<file path="config.mk">
export PLATFORM = sky130hd
export DESIGN_NAME = reg_write_arbiter
export DESIGN_NICKNAME = d
export VERILOG_FILES = /design/src/rtl/reg_write_arbiter.sv
export SDC_FILE = /design/constraint.sdc
export NUM_CORES = 1
export LEC_CHECK = 0
export ABC_AREA = 1
export BUFFER_PORTS_ARGS = -buffer_cell sky130_fd_sc_hd__buf_2
export CAP_MARGIN = 20
export CELL_PAD_IN_SITES_DETAIL_PLACEMENT = 2
export CELL_PAD_IN_SITES_GLOBAL_PLACEMENT = 2
export CORE_ASPECT_RATIO = 0.6
export CORE_MARGIN = 2
export CORE_UTILIZATION = 29
export CTS_BUF_LIST = sky130_fd_sc_hd__clkbuf_16
export CTS_CLUSTER_SIZE = 14
export DETAILED_ROUTE_END_ITERATION = 8
export GPL_TIMING_DRIVEN = 0
export MAX_ROUTING_LAYER = met4
export PLACE_DENSITY_LB_ADDON = 0.1
export SYNTH_ARGS = -nofsm -noshare
export SYNTH_HDL_FRONTEND = slang
export SYNTH_SLANG_ARGS = --single-unit
</file>
<file path="constraint.sdc">
create_clock -name clk -period 3.7 [get_ports clk]
set_clock_uncertainty 0.05 [all_clocks]
set_input_delay 1.11 -clock clk [delete_from_list [all_inputs] [get_ports clk]]
set_output_delay 1.11 -clock clk [all_outputs]
set_load 0.03 [all_outputs]
</file>
<file path="src/rtl/reg_write_arbiter.sv">
`default_nettype none
// ============================================================================
// Module   : reg_write_arbiter
// Brief    : Merges WB-stage and long-latency register writes into the single
//            regfile write port. Colliding long-latency writes wait in an
//            in-order queue that the ID-stage read path can query.
//            Optional macro REG_WRITE_ARB_STAT_EN adds conflict/kill counters.
// Revision : 1.0  initial release
// ============================================================================
module reg_write_arbiter #(
    parameter int DEPTH      = 2,
    parameter int ADDR_WIDTH = 5,
    parameter int DATA_WIDTH = 32
) (
    input  logic                    clk,
    input  logic                    rst,
    input  logic                    wb_write_en,
    input  logic [ADDR_WIDTH-1:0]   wb_write_addr,
    input  logic [DATA_WIDTH-1:0]   wb_write_data,
    input  logic                    lu_write_valid,
    output logic                    lu_write_ready,
    input  logic [ADDR_WIDTH-1:0]   lu_write_addr,
    input  logic [DATA_WIDTH-1:0]   lu_write_data,
    output logic                    reg_write_en,
    output logic [ADDR_WIDTH-1:0]   reg_write_addr,
    output logic [DATA_WIDTH-1:0]   reg_write_data,
    input  logic [ADDR_WIDTH-1:0]   query_addr_1,
    input  logic [ADDR_WIDTH-1:0]   query_addr_2,
    output logic                    pending_hit_1,
    output logic                    pending_hit_2,
    output logic [DATA_WIDTH-1:0]   pending_data_1,
    output logic [DATA_WIDTH-1:0]   pending_data_2,
    output logic [$clog2(DEPTH):0]  pending_count
`ifdef REG_WRITE_ARB_STAT_EN
    ,
    output logic [31:0]             stat_conflict_count,
    output logic [31:0]             stat_kill_count
`endif
);

    localparam int                  c_cnt_w     = $clog2(DEPTH) + 1;
    localparam logic [c_cnt_w-1:0]  c_depth_cnt = c_cnt_w'(DEPTH);
    localparam logic [c_cnt_w-1:0]  c_one       = c_cnt_w'(1);

    // Queue is kept compacted: slot 0 is the head, slots [0, r_count) are valid.
    logic [ADDR_WIDTH-1:0] r_q_addr [DEPTH];
    logic [DATA_WIDTH-1:0] r_q_data [DEPTH];
    logic [c_cnt_w-1:0]    r_count;
    logic                  r_out_en;
    logic [ADDR_WIDTH-1:0] r_out_addr;
    logic [DATA_WIDTH-1:0] r_out_data;

    logic                  w_wb_eff;
    logic                  w_lu_xfer;
    logic                  w_lu_live;
    logic                  w_pop;
    logic                  w_bypass;
    logic                  w_push;
    logic [c_cnt_w-1:0]    w_sv_cnt;
    logic [c_cnt_w-1:0]    w_base;
    logic [c_cnt_w-1:0]    w_n_count;
    logic [ADDR_WIDTH-1:0] w_sv_addr [DEPTH];
    logic [DATA_WIDTH-1:0] w_sv_data [DEPTH];
    logic [ADDR_WIDTH-1:0] w_n_addr  [DEPTH];
    logic [DATA_WIDTH-1:0] w_n_data  [DEPTH];
`ifdef REG_WRITE_ARB_STAT_EN
    logic [c_cnt_w-1:0]    w_kill_cnt;
`endif

    assign lu_write_ready = (r_count != c_depth_cnt);
    assign w_lu_xfer      = lu_write_valid && lu_write_ready;
    assign w_lu_live      = w_lu_xfer && (lu_write_addr != '0);
    assign w_wb_eff       = wb_write_en && (wb_write_addr != '0);

    // Drop entries superseded by the WB write, closing the gaps so that an
    // invalidated entry never costs an output slot or queue space.
    always_comb begin : p_compact
        w_sv_cnt = '0;
`ifdef REG_WRITE_ARB_STAT_EN
        w_kill_cnt = '0;
`endif
        for (int j = 0; j < DEPTH; j++) begin
            w_sv_addr[j] = '0;
            w_sv_data[j] = '0;
        end
        for (int i = 0; i < DEPTH; i++) begin
            if (c_cnt_w'(i) < r_count) begin
                if (w_wb_eff && (r_q_addr[i] == wb_write_addr)) begin
`ifdef REG_WRITE_ARB_STAT_EN
                    w_kill_cnt = w_kill_cnt + c_one;
`endif
                end else begin
                    for (int j = 0; j < DEPTH; j++) begin
                        if (c_cnt_w'(j) == w_sv_cnt) begin
                            w_sv_addr[j] = r_q_addr[i];
                            w_sv_data[j] = r_q_data[i];
                        end
                    end
                    w_sv_cnt = w_sv_cnt + c_one;
                end
            end
        end
    end

    assign w_pop     = !w_wb_eff && (w_sv_cnt != '0);
    assign w_bypass  = !w_wb_eff && (w_sv_cnt == '0) && w_lu_live;
    assign w_push    = w_lu_live && !w_bypass;
    assign w_base    = w_pop ? (w_sv_cnt - c_one) : w_sv_cnt;
    assign w_n_count = w_push ? (w_base + c_one) : w_base;

    always_comb begin : p_next_q
        for (int j = 0; j < DEPTH; j++) begin
            if (w_pop) begin
                w_n_addr[j] = (j < DEPTH - 1) ? w_sv_addr[(j + 1) % DEPTH] : '0;
                w_n_data[j] = (j < DEPTH - 1) ? w_sv_data[(j + 1) % DEPTH] : '0;
            end else begin
                w_n_addr[j] = w_sv_addr[j];
                w_n_data[j] = w_sv_data[j];
            end
            if (w_push && (c_cnt_w'(j) == w_base)) begin
                w_n_addr[j] = lu_write_addr;
                w_n_data[j] = lu_write_data;
            end
        end
    end

    always_ff @(posedge clk or negedge rst) begin
        if (!rst) begin
            r_count    <= '0;
            r_out_en   <= 1'b0;
            r_out_addr <= '0;
            r_out_data <= '0;
            for (int j = 0; j < DEPTH; j++) begin
                r_q_addr[j] <= '0;
                r_q_data[j] <= '0;
            end
        end else begin
            r_count  <= w_n_count;
            r_out_en <= w_wb_eff || w_pop || w_bypass;
            for (int j = 0; j < DEPTH; j++) begin
                r_q_addr[j] <= w_n_addr[j];
                r_q_data[j] <= w_n_data[j];
            end
            if (w_wb_eff) begin
                r_out_addr <= wb_write_addr;
                r_out_data <= wb_write_data;
            end else if (w_pop) begin
                r_out_addr <= w_sv_addr[0];
                r_out_data <= w_sv_data[0];
            end else if (w_bypass) begin
                r_out_addr <= lu_write_addr;
                r_out_data <= lu_write_data;
            end
        end
    end

    // Later queue slots are newer, so the last match wins over earlier ones
    // and over the output register.
    function automatic logic [DATA_WIDTH:0] f_lookup(input logic [ADDR_WIDTH-1:0] qa);
        logic [DATA_WIDTH:0] res;
        res = '0;
        if (qa != '0) begin
            if (r_out_en && (r_out_addr == qa)) res = {1'b1, r_out_data};
            for (int i = 0; i < DEPTH; i++) begin
                if ((c_cnt_w'(i) < r_count) && (r_q_addr[i] == qa)) res = {1'b1, r_q_data[i]};
            end
        end
        return res;
    endfunction

    assign {pending_hit_1, pending_data_1} = f_lookup(query_addr_1);
    assign {pending_hit_2, pending_data_2} = f_lookup(query_addr_2);

    assign reg_write_en   = r_out_en;
    assign reg_write_addr = r_out_addr;
    assign reg_write_data = r_out_data;
    assign pending_count  = r_count;

`ifdef REG_WRITE_ARB_STAT_EN
    logic [31:0] r_stat_conflict;
    logic [31:0] r_stat_kill;

    always_ff @(posedge clk or negedge rst) begin
        if (!rst) begin
            r_stat_conflict <= '0;
            r_stat_kill     <= '0;
        end else begin
            if (lu_write_valid && !lu_write_ready) r_stat_conflict <= r_stat_conflict + 32'd1;
            r_stat_kill <= r_stat_kill + 32'(w_kill_cnt);
        end
    end

    assign stat_conflict_count = r_stat_conflict;
    assign stat_kill_count     = r_stat_kill;
`endif

endmodule
`default_nettype wire

</file>
After elaboration in Yosys (flattened, before gate mapping)
Cells that the tools add are included.

storage, ports and cells
  register bits = 114
  input bits = 88
  output and inout port bits = 107

cells by class
  add/subtract/negate cells = 3
  $lt $le $gt $ge = 2
  eq/ne operators = 11
  muxes and demuxes = 40
  reductions and logical operators = 30

operator list
  operator             count
  $mux 32              11
  $mux 33              8
  $mux 64              2
  $mux 5               11
  $eq 5x5->1           8
  $mux 10              2
  $reduce_bool 5->1    4
  $logic_and 1x1->1    17
  $mux 2               5
  $logic_not 2->1      3
  $add 2x1->2 const B  2
  $eq 1x2->1 const A   2
  $lt 1x2->1 const A   2
  $reduce_bool 3->1    1
  $logic_not 1->1      2
  $logic_or 1x1->1     2
  $ne 2x2->1 const B   1
  $reduce_bool 2->1    1
  $sub 2x1->2 const B  1
  $mux 1               1

Longest topological paths before layout
Gate-level depths: netlist of the first run.

  word-level depth = 15
  mapped depth = 26

Worst setup path before layout of the first run
Ideal clock, no wire load.

  kind = input-to-reg
  start point = in wb_write_addr[4]
  end point = reg r_q_data[14] (netlist bit)
  library setup time = 0.128 ns
  data arrival time = 3.507 ns
  data required time = 3.522 ns
  slack = 0.016 ns
  stages = 21
  buffers on the path = 3
  cell sequence = nor2_1 > nand3_2 > nand2_4 > inv_4 > nand3_2 > nand2_1 > buf_6 > nand2_1 > nand2_2 > ha_1 > inv_1 > nand2_2 > inv_2 > clkbuf_1 > nand2_1 > nand2_1 > ha_1 > nand2_2 > nand3_4 > buf_4 > o22ai_1

RTL lines
  item                           line  RTL
  start, declared                18    input logic [ADDR_WIDTH-1:0] wb_write_addr,
  end signal, assigned by index  142   r_q_data[j] <= w_n_data[j];
  end, declared                  47    logic [DATA_WIDTH-1:0] r_q_data [DEPTH];

Worst setup path in the final report of the first run
  start point = in query_addr_1[4]
  end point = out pending_data_1[4]

on the way
  word-level cells in the longest chain between the ends = 6
  elaborated cells on any way between the ends = 11
  classes of those cells = eq/ne (3); mux (4); reduce/logical (4)

ends and longest elaborated chain
  item                  line  RTL
  start, declared       27    input logic [ADDR_WIDTH-1:0] query_addr_1,
  $eq 5x5->1            163   if (r_out_en && (r_out_addr == qa)) res = {1'b1, r_out_data};
  $logic_and 1x1->1     163
  $mux 33               163
  $mux 33 (2 in a row)  165   if ((c_cnt_w'(i) < r_count) && (r_q_addr[i] == qa)) res = {1'b1, r_q_data[i]};
  $mux 33 *             162   if (qa != '0) begin
  end, declared         31    output logic [DATA_WIDTH-1:0] pending_data_1,

Every way passes the cells marked *; elsewhere a longest branch is shown, timed or not.

==> run summary, run 1 <==
No sink is reached through more buffers than the 2 on the longest clock path. The number of buffers inserted by hold repair at cts is 0. The number of flops mapped to enable cells by yosys came out at 0.

The setup path with the least slack is of type in -> out. The number of endpoints with negative hold slack in the final report came out at 0. The via count came out at 12500. The antenna diode count is 0. Setup slack on the worst reg-to-reg path comes out at -0.08 ns. The layout net count came out at 1865.

The data required time at the worst endpoint is about 2.5 ns. The total cell area at the placement stage is ~0.011 mm^2. The routed wire length per instance came out at between 20 and 30 um. The core region area came out at a little over 0.03 mm^2. The timing-limited maximum frequency is 253 MHz.

The register area is about 0.0029 mm^2. The library cell used most frequently in the layout, excluding fill and tap cells, is nand2_1. The count of buffering cells on the critical path with inverters included came out at 5. The number of buffers added on ports came out at 194. The sum of negative setup slack came out at -13.66 ns.

The flow ran to the end, but the final reports show violations. The worst reg2reg path endpoint is r_q_addr[7]$_DFF_PN0_. The site row count came out at 50. The most frequently used flop master after synthesis is dfrtp_1.

The cell area power density is roughly 960 mW/mm^2. The number of top-level design ports is about 200. The die is 232 um wide. The synthesized netlist cell count is ~1500. The HPWL after detailed placement is 37100 um. The worst setup path is captured at a primary output. The post-route standard cell area excluding fillers is about 0.014 mm^2.

Using the TritonRoute via totals, the vias-per-cell ratio works out to 5.69. The final reports fail on setup timing. The overall overflow remaining after global route came out at 0. The number of antenna violations at the first check in global routing came out at 0.

The proportion of layout cells with a drive suffix above 1 is 0.334. The signal on the critical path passes through buf_12, xor2_2, a211oi_2, nand3_2, buf_6, clkinv_8, buf_12, nand2_1, nand3_4, nor2_4, buf_6. The net count after synthesis came out at ~1600.

In the synthesized netlist the async set-or-reset flop fraction comes to 1.00. Setup violations remaining at the end of the flow were counted as 143. The number of iterations in the first detailed-routing pass is 5. The stage delay of the slowest cell on the critical path is between 0.2 and 0.25 ns. Counting cells, the worst reg-to-reg path comes to 19. The clock network latency to the later pin of the worst-skew pair came out at about 0.46 ns. The max-slew violation total from the final report came out at 0. The average size of a mapped cell is a little over 6 um^2.

The count of antenna-violating nets left after detailed routing is 0. Counting I/O delays and the setup requirement, the final critical path takes roughly 4 ns. The path class of the tightest hold or removal check is in -> async. The global placement routability congestion came out at approximately 0.91. The die covers around 0.033 mm^2. During synthesis, Yosys emitted a total of 0 warnings. In this run the critical register-to-register path is launched from pending_count[1]$_DFF_PN0_.

The count of unique library cells instantiated by Yosys is 37. The final standard cell count with taps included and fillers excluded is roughly 2200. The number of max-cap violations came out at 0. The sequential share of the synthesized area came out at 0.315.

For the worst setup path, the data arrival time is 2.79 ns. The worst-case vdd ir drop is about 0.41 mV. The final core utilization is 0.449.

After detailed routing, the total wire length is between 60000 and 70000 um. From bottom edge to top edge, the die measures 141 um. The clock net sink count came out at roughly 110.

In this run, CTS created clock tree buffers numbering 17. The largest net degree at the start of global routing came out at 76. The startpoint type of the worst setup path is a primary input. Setup repair after global routing could not meet its margin everywhere.

TritonCTS built the clock tree. The area added between synthesis and finish came out at 53.4%. Fill cells in the final layout number approximately 3600. The root buffer cell is clkbuf_16. The critical path crosses 11 cells after its start point. The maximum fanout encountered on the critical timing path is 10. On the critical path the largest part of the delay comes from buffers and inverters.

In the layout the commonest cells are 438 x nand2_1, 153 x inv_1, 141 x buf_2, 122 x nand3_1, 116 x nor2_1. The total leakage power is roughly 6.8 nW. The synthesized flop and latch total came out at approximately 110.

The fraction of the cycle the final worst path needs came out at 1.07. Across every metal layer, demand over resource in global routing totals 0.345. The initial core utilization came out at 0.293. The first-pass GRT wire length came out at just over 80000 um. The clock tree synthesis step divided the H-tree into 4 levels. Once placement completed, the tool counted placed cells totaling approximately 2100. The post-route worst setup slack is -0.253 ns.

The clock transition at the registers of the reported paths is about 0.07 ns. The count of routing violations after the opening detailed-route iteration came out at about 1000. For this design, the slowest cell found on the critical path is a211oi_2. For this run, design rule violations remaining after detail routing come to 0. The area of the mapped netlist came out at ~0.009 mm^2. The worst pin sits at a relative slew slack of 0.397.

The number of global-route vias before repair is about 13000. At the pin with the least slew margin, the transition time is approximately 0.91 ns. The area taken by multi-input logic gates is just over 0.006 mm^2.
how the worst max path moves through the flow:
stage / from / endpoint
2_1_floorplan: wb_write_addr[4] / r_q_data[14]$_DFF_PN0_
3_3_place_gp: wb_write_addr[4] / r_q_data[0]$_DFF_PN0_
3_5_place_dp: wb_write_addr[4] / r_q_data[24]$_DFF_PN0_
6_report: query_addr_1[4] / pending_data_1[4]
5_1_grt: query_addr_2[0] / pending_data_2[3]
4_1_cts: query_addr_1[4] / pending_data_1[1]
worst reg2reg max path: stages, from the launching register on:
cell      delay, ns
dfrtp_1        0.42
buf_6          0.20
clkbuf_1       0.69
nand2_1        0.26
nand2_2        0.18
nand2_4        0.09
ha_4           0.18
inv_2          0.06
nand2_4        0.09
buf_4          0.16
nand2_1        0.08
o22ai_2        0.10
inv_2          0.11
ha_4           0.16
nand2_4        0.07
buf_4          0.17
inv_6          0.12
buf_4          0.23
nand2_1        0.12
nand2_1        0.15
area by class of cell:
cell class,instances,share of cell area
multi-input cells,1104,0.443
flip-flops and latches,114,0.205
plain buffers,92,0.0614
inverters,176,0.0515
clock inverters,15,0.0148
clock buffers,17,0.0306
repair buffers,269,0.156
well taps,416,0.0374
Yosys cell counts, types with 10 or more instances:
cell type,n,share of area
nand2_1,452,0.19
nand3_1,185,0.10
nor2_1,182,0.075
inv_1,167,0.069
dfrtp_1,114,0.31
a21oi_1,110,0.061
o21ai_0,67,0.037
buf_2,46,0.025
o22ai_1,44,0.030
clkbuf_1,26,0.011
buf_4,10,0.0083
buf_6,10,0.012
nand2_2,10,0.0069
kinds of logic (layout without fill, tap and decap cells):
logic type / after synthesis / in the layout / synth area share
adders and majority gates: 3 / 3 / 0.00414
xor gates and xnor gates: 15 / 15 / 0.0145
DFF: 114 / 114 / 0.315
buffers and inverters: 274 / 569 / 0.134
and+or+nand+nor: 852 / 852 / 0.394
AOI/OAI and AO/OA: 234 / 234 / 0.139
power breakdown:
| group | total (mW) | leakage (nW) | switching (mW) | internal, mW |
|---|---|---|---|---|
| registers | 2.42 | 1.44 | 0.612 | 1.81 |
| logic | 9.03 | 5.07 | 6.08 | 2.95 |
| clock network | 1.90 | 0.306 | 0.768 | 1.14 |
| total | 13.4 | 6.81 | 7.46 | 5.90 |
registers in the layout, indices dropped and copies added, names as in the netlist:
signal          flops
reg_write_addr      5
r_q_addr           10
r_q_data           64
reg_write_data     32
pending_count       2
reg_write_en        1
timing repair:
item | 4_1_cts | 5_1_grt
buffers inserted | 42 | 28
gates cloned | 6 | 2
pin swaps | 52 | 74
endpoints found under the setup margin | 141 | 141
gates resized for setup | 371 | 233
metal layers:
metal  track usage  wire (um)  vias up
met1         0.480      27300     6426
met3        0.0597       4360      165
met4         0.102       2340        0
met5             -          0        -
met2         0.510      27000      612
li1              -          -     5324
stage by stage:
stage | power (mW) | setup WS (ns) | hold slack (ns)
6_report | 13.4 | -0.253 | 0.537
3_3_place_gp | 8.74 | -1.24 | 0.517
2_1_floorplan | 6.59 | 0.0158 | 0.515
4_1_cts | 12.0 | -0.165 | 0.555
5_1_grt | 13.9 | -0.286 | 0.560
3_5_place_dp | 9.00 | -1.41 | 0.546
Power figures use the tool's default switching activity.
==> run 2, diff against run 1 <==
--- a/config.mk
+++ b/config.mk
@@ -19,6 +19,7 @@
 export GPL_TIMING_DRIVEN = 0
 export MAX_ROUTING_LAYER = met4
 export PLACE_DENSITY_LB_ADDON = 0.1
+export RECOVER_POWER = 25
 export SYNTH_ARGS = -nofsm -noshare
 export SYNTH_HDL_FRONTEND = slang
 export SYNTH_SLANG_ARGS = --single-unit
==> run summary, run 2 (synthesis gave the netlist of run 1 again) <==
The total die area is around 0.033 mm^2. The register with the most flip-flops in the layout has 64 of them. The count of final setup violators is 146.

The clock transition at the registers of the reported paths is approximately 0.07 ns. The library cells used most frequently in the layout, excluding fill and tap cells, are 438 x nand2_1, 153 x inv_1, 141 x buf_2, 122 x nand3_1, 116 x nor2_1. In the detailed route, the total length drawn on met2 is approximately 27000 um. The global placement routability congestion came out at 0.907.

For the worst flop-to-flop path, the logic depth is 19. Detailed placement finished with a half-perimeter wire length of ~37000 um. For this run, the total global-route usage over all layers was measured as 0.345. The max-slew violation total from the final report came out at between 40 and 50. The width of the die is about 230 um.

The run finished, with violations left. The worst-case vdd ir drop came out at just over 0.4 mV. The number of top-level design ports is ~200. The number of cells traversed by the worst hold path is 2. For hold timing, the worst endpoint is reg_write_data[11]$_DFFE_PN0P_. The final layout contains roughly 1900 nets. The core region area came out at 0.0310 mm^2. The worst path arrival time came out at roughly 2.8 ns. After the flow finishes, the layout carries non-filler instances totaling about 2200.

The number of global-route vias before repair was around 13000. The routed length on met3 is roughly 4400 um. For this design the ratio of total power to cell area is about 960 mW/mm^2. Traced cell by cell, the critical path runs through buf_12, xor2_2, a211oi_2, nand3_2, buf_6, clkinv_8, buf_12, nand2_1, nand3_4, nor2_4, buf_6. The detail route stage leaves a number of antenna-violating nets equal to 0.

The clock net sink count is 114. Data on the critical path is required at its endpoint by between 2 and 3 ns. The area growth from synthesis to layout is 53.1%. The tightest slew margin relative to the limit came out at -0.813. The routed wire length is between 60000 and 70000 um. The root buffer cell is clkbuf_16. The share of total power dissipated in sequential elements is 0.182.

The slew at the pin closest to its max-slew limit came out at about 2.7 ns. Setup repair after global routing could not meet its margin everywhere. The initial utilization of the core area, before any placement, comes to 0.293. Once placement completed, the tool counted placed cells totaling approximately 2100. The number of max-cap violations is 1. The share of total power consumed by net switching is 0.559. The number of endpoints with negative hold slack in the final report came out at 0. The maximum fanout encountered on the critical timing path came out at 10. For this block, wires on met1 add up to approximately 27000 um. The worst-case setup slack after placement came out at -1.41 ns. More flip-flops sit in one register than any other, and that register is r_q_data. The count of routing violations after the opening detailed-route iteration came out at approximately 1000. The repair_antennas step left the layout with diodes totalling 0. The number of buffers added on ports is between 150 and 200.

The number of iterations in the first detailed-routing pass came out at 6. After detailed routing, no signal wire sits above met4. The startpoint identified for the worst register-to-register timing path is pending_count[1]$_DFF_PN0_. The routed wire length per instance came out at 27.7 um.

After detailed routing, the number of remaining DRC violations is 0. The sum of negative setup slack came out at -13.96 ns. The clock network latency to the later pin of the worst-skew pair came out at ~0.45 ns. The slowest stage of the critical path is the a211oi_2 cell. Using the TritonRoute via totals, the vias-per-cell ratio works out to roughly 5.7. The worst hold path begins at reg_write_data[11]$_DFFE_PN0P_. STA classifies the critical path endpoint as a primary output. The fraction of the cycle the final worst path needs came out at 1.07.

Entering global routing, the biggest net connects 76 pins. The class of the tightest hold or removal check is reg -> reg. The number of clock buffers added by TritonCTS is 17.

The worst register-to-register path has a setup slack of -0.05 ns. The H-tree depth came out at 4. The leading cell type in the layout, fill and taps excluded is nand2_1. The first-pass GRT wire length came out at between 80000 and 90000 um. The height of the chip is roughly 140 um. The via count came out at around 12000. The number of buffers inserted by hold repair at cts is 0. The checks that failed: capacitance limit, slew limit, setup timing.

The portion of total power attributed to the clock network is 0.143. For this run the aggregate overflow at the end of global routing stands at 0. For this run, the top clock speed supported by timing is 253 MHz. The worst reg2reg path endpoint is r_q_addr[7]$_DFF_PN0_. For this run, the slowest stage of the critical path takes 0.22 ns. The worst setup path is launched from a primary input.

The post-route worst setup slack came out at -0.253 ns. TritonCTS built the clock tree. The net switching component of the power came out at 7.46 mW. The post-layout minimum cycle time came out at 3.95 ns. The total leakage power is roughly 6.8 nW.

The internal power of the cells is roughly 5.9 mW. Of the total power, combinational logic draws 0.676. The kind of critical path is in -> out. The maximum count of clock buffers along a single path is 2. The proportion of layout cells with a drive suffix above 1 came out at 0.333. The number of antenna violations at the first check in global routing is 0. In this run the core area contains 50 standard-cell rows.
==> run 2: cell types whose count changed in the layout (fill, tap and decap cells not counted), sizes merged <==
cell    change
buf         -1
clkbuf      +1
==> run 2: worst max path at each step <==
| stage | from | to | cells past startpoint |
|---|---|---|---|
| global route | query_addr_2[0] | pending_data_2[3] | 12 |
| global placement | wb_write_addr[4] | r_q_data[0]$_DFF_PN0_ | 22 |
| floorplan | wb_write_addr[4] | r_q_data[14]$_DFF_PN0_ | 21 |
| CTS | query_addr_1[4] | pending_data_1[1] | 10 |
| finish | query_addr_1[4] | pending_data_1[4] | 11 |
| detailed placement | wb_write_addr[4] | r_q_data[24]$_DFF_PN0_ | 22 |
==> run 2: what timing repair did <==
action	CTS	global route
gates cloned	6	2
endpoints found under the setup margin	141	141
pin swaps	52	74
resized for setup	371	233
buffers inserted	42	28
==> run 2: cell type report <==
type / instances / area, um^2
plain buffers: 92 / 853
well taps: 416 / 520
multi-input cells: 1104 / 6170
clock buffers: 17 / 425
fillers: 3559 / 17100
clock inverters: 15 / 206
flip-flops and latches: 114 / 2850
inverters: 176 / 716
repair buffers: 269 / 2140
==> run 2: routing by layer <==
metal	up-vias	track usage
li1	5319	-
met1	6385	0.480
met2	601	0.510
met3	175	0.0597
met4	0	0.102
met5	-	-
==> run 2: per-stage QoR <==
stage	instance area, um^2	hold WS, ns	power (mW)	utilization
2_1_floorplan	9070	0.515	6.59	-
3_3_place_gp	10600	0.517	8.74	0.341
3_5_place_dp	10600	0.546	9.00	0.342
4_1_cts	12900	0.555	12.0	0.417
5_1_grt	13900	0.602	13.9	0.448
6_report	13900	0.568	13.3	0.448
==> run 2: power by group through the flow <==
stage          combinational [mW]  sequential (mW)  clock [mW]
4_1_cts                      7.73             2.35        1.87
3_5_place_dp                 6.64             2.36           0
6_report                     9.02             2.42        1.90
5_1_grt                      9.52             2.46        1.95
3_3_place_gp                 6.41             2.33           0
2_1_floorplan                4.01             2.58           0
==> run 2: worst max-delay path: cells and delay by family <==
kind | cells | cell delay [ns]
AND/OR/NAND/NOR | 4 | 0.58
AO/OA/AOI/OAI | 1 | 0.22
XOR/XNOR | 1 | 0.14
buffers and inverters | 5 | 0.72
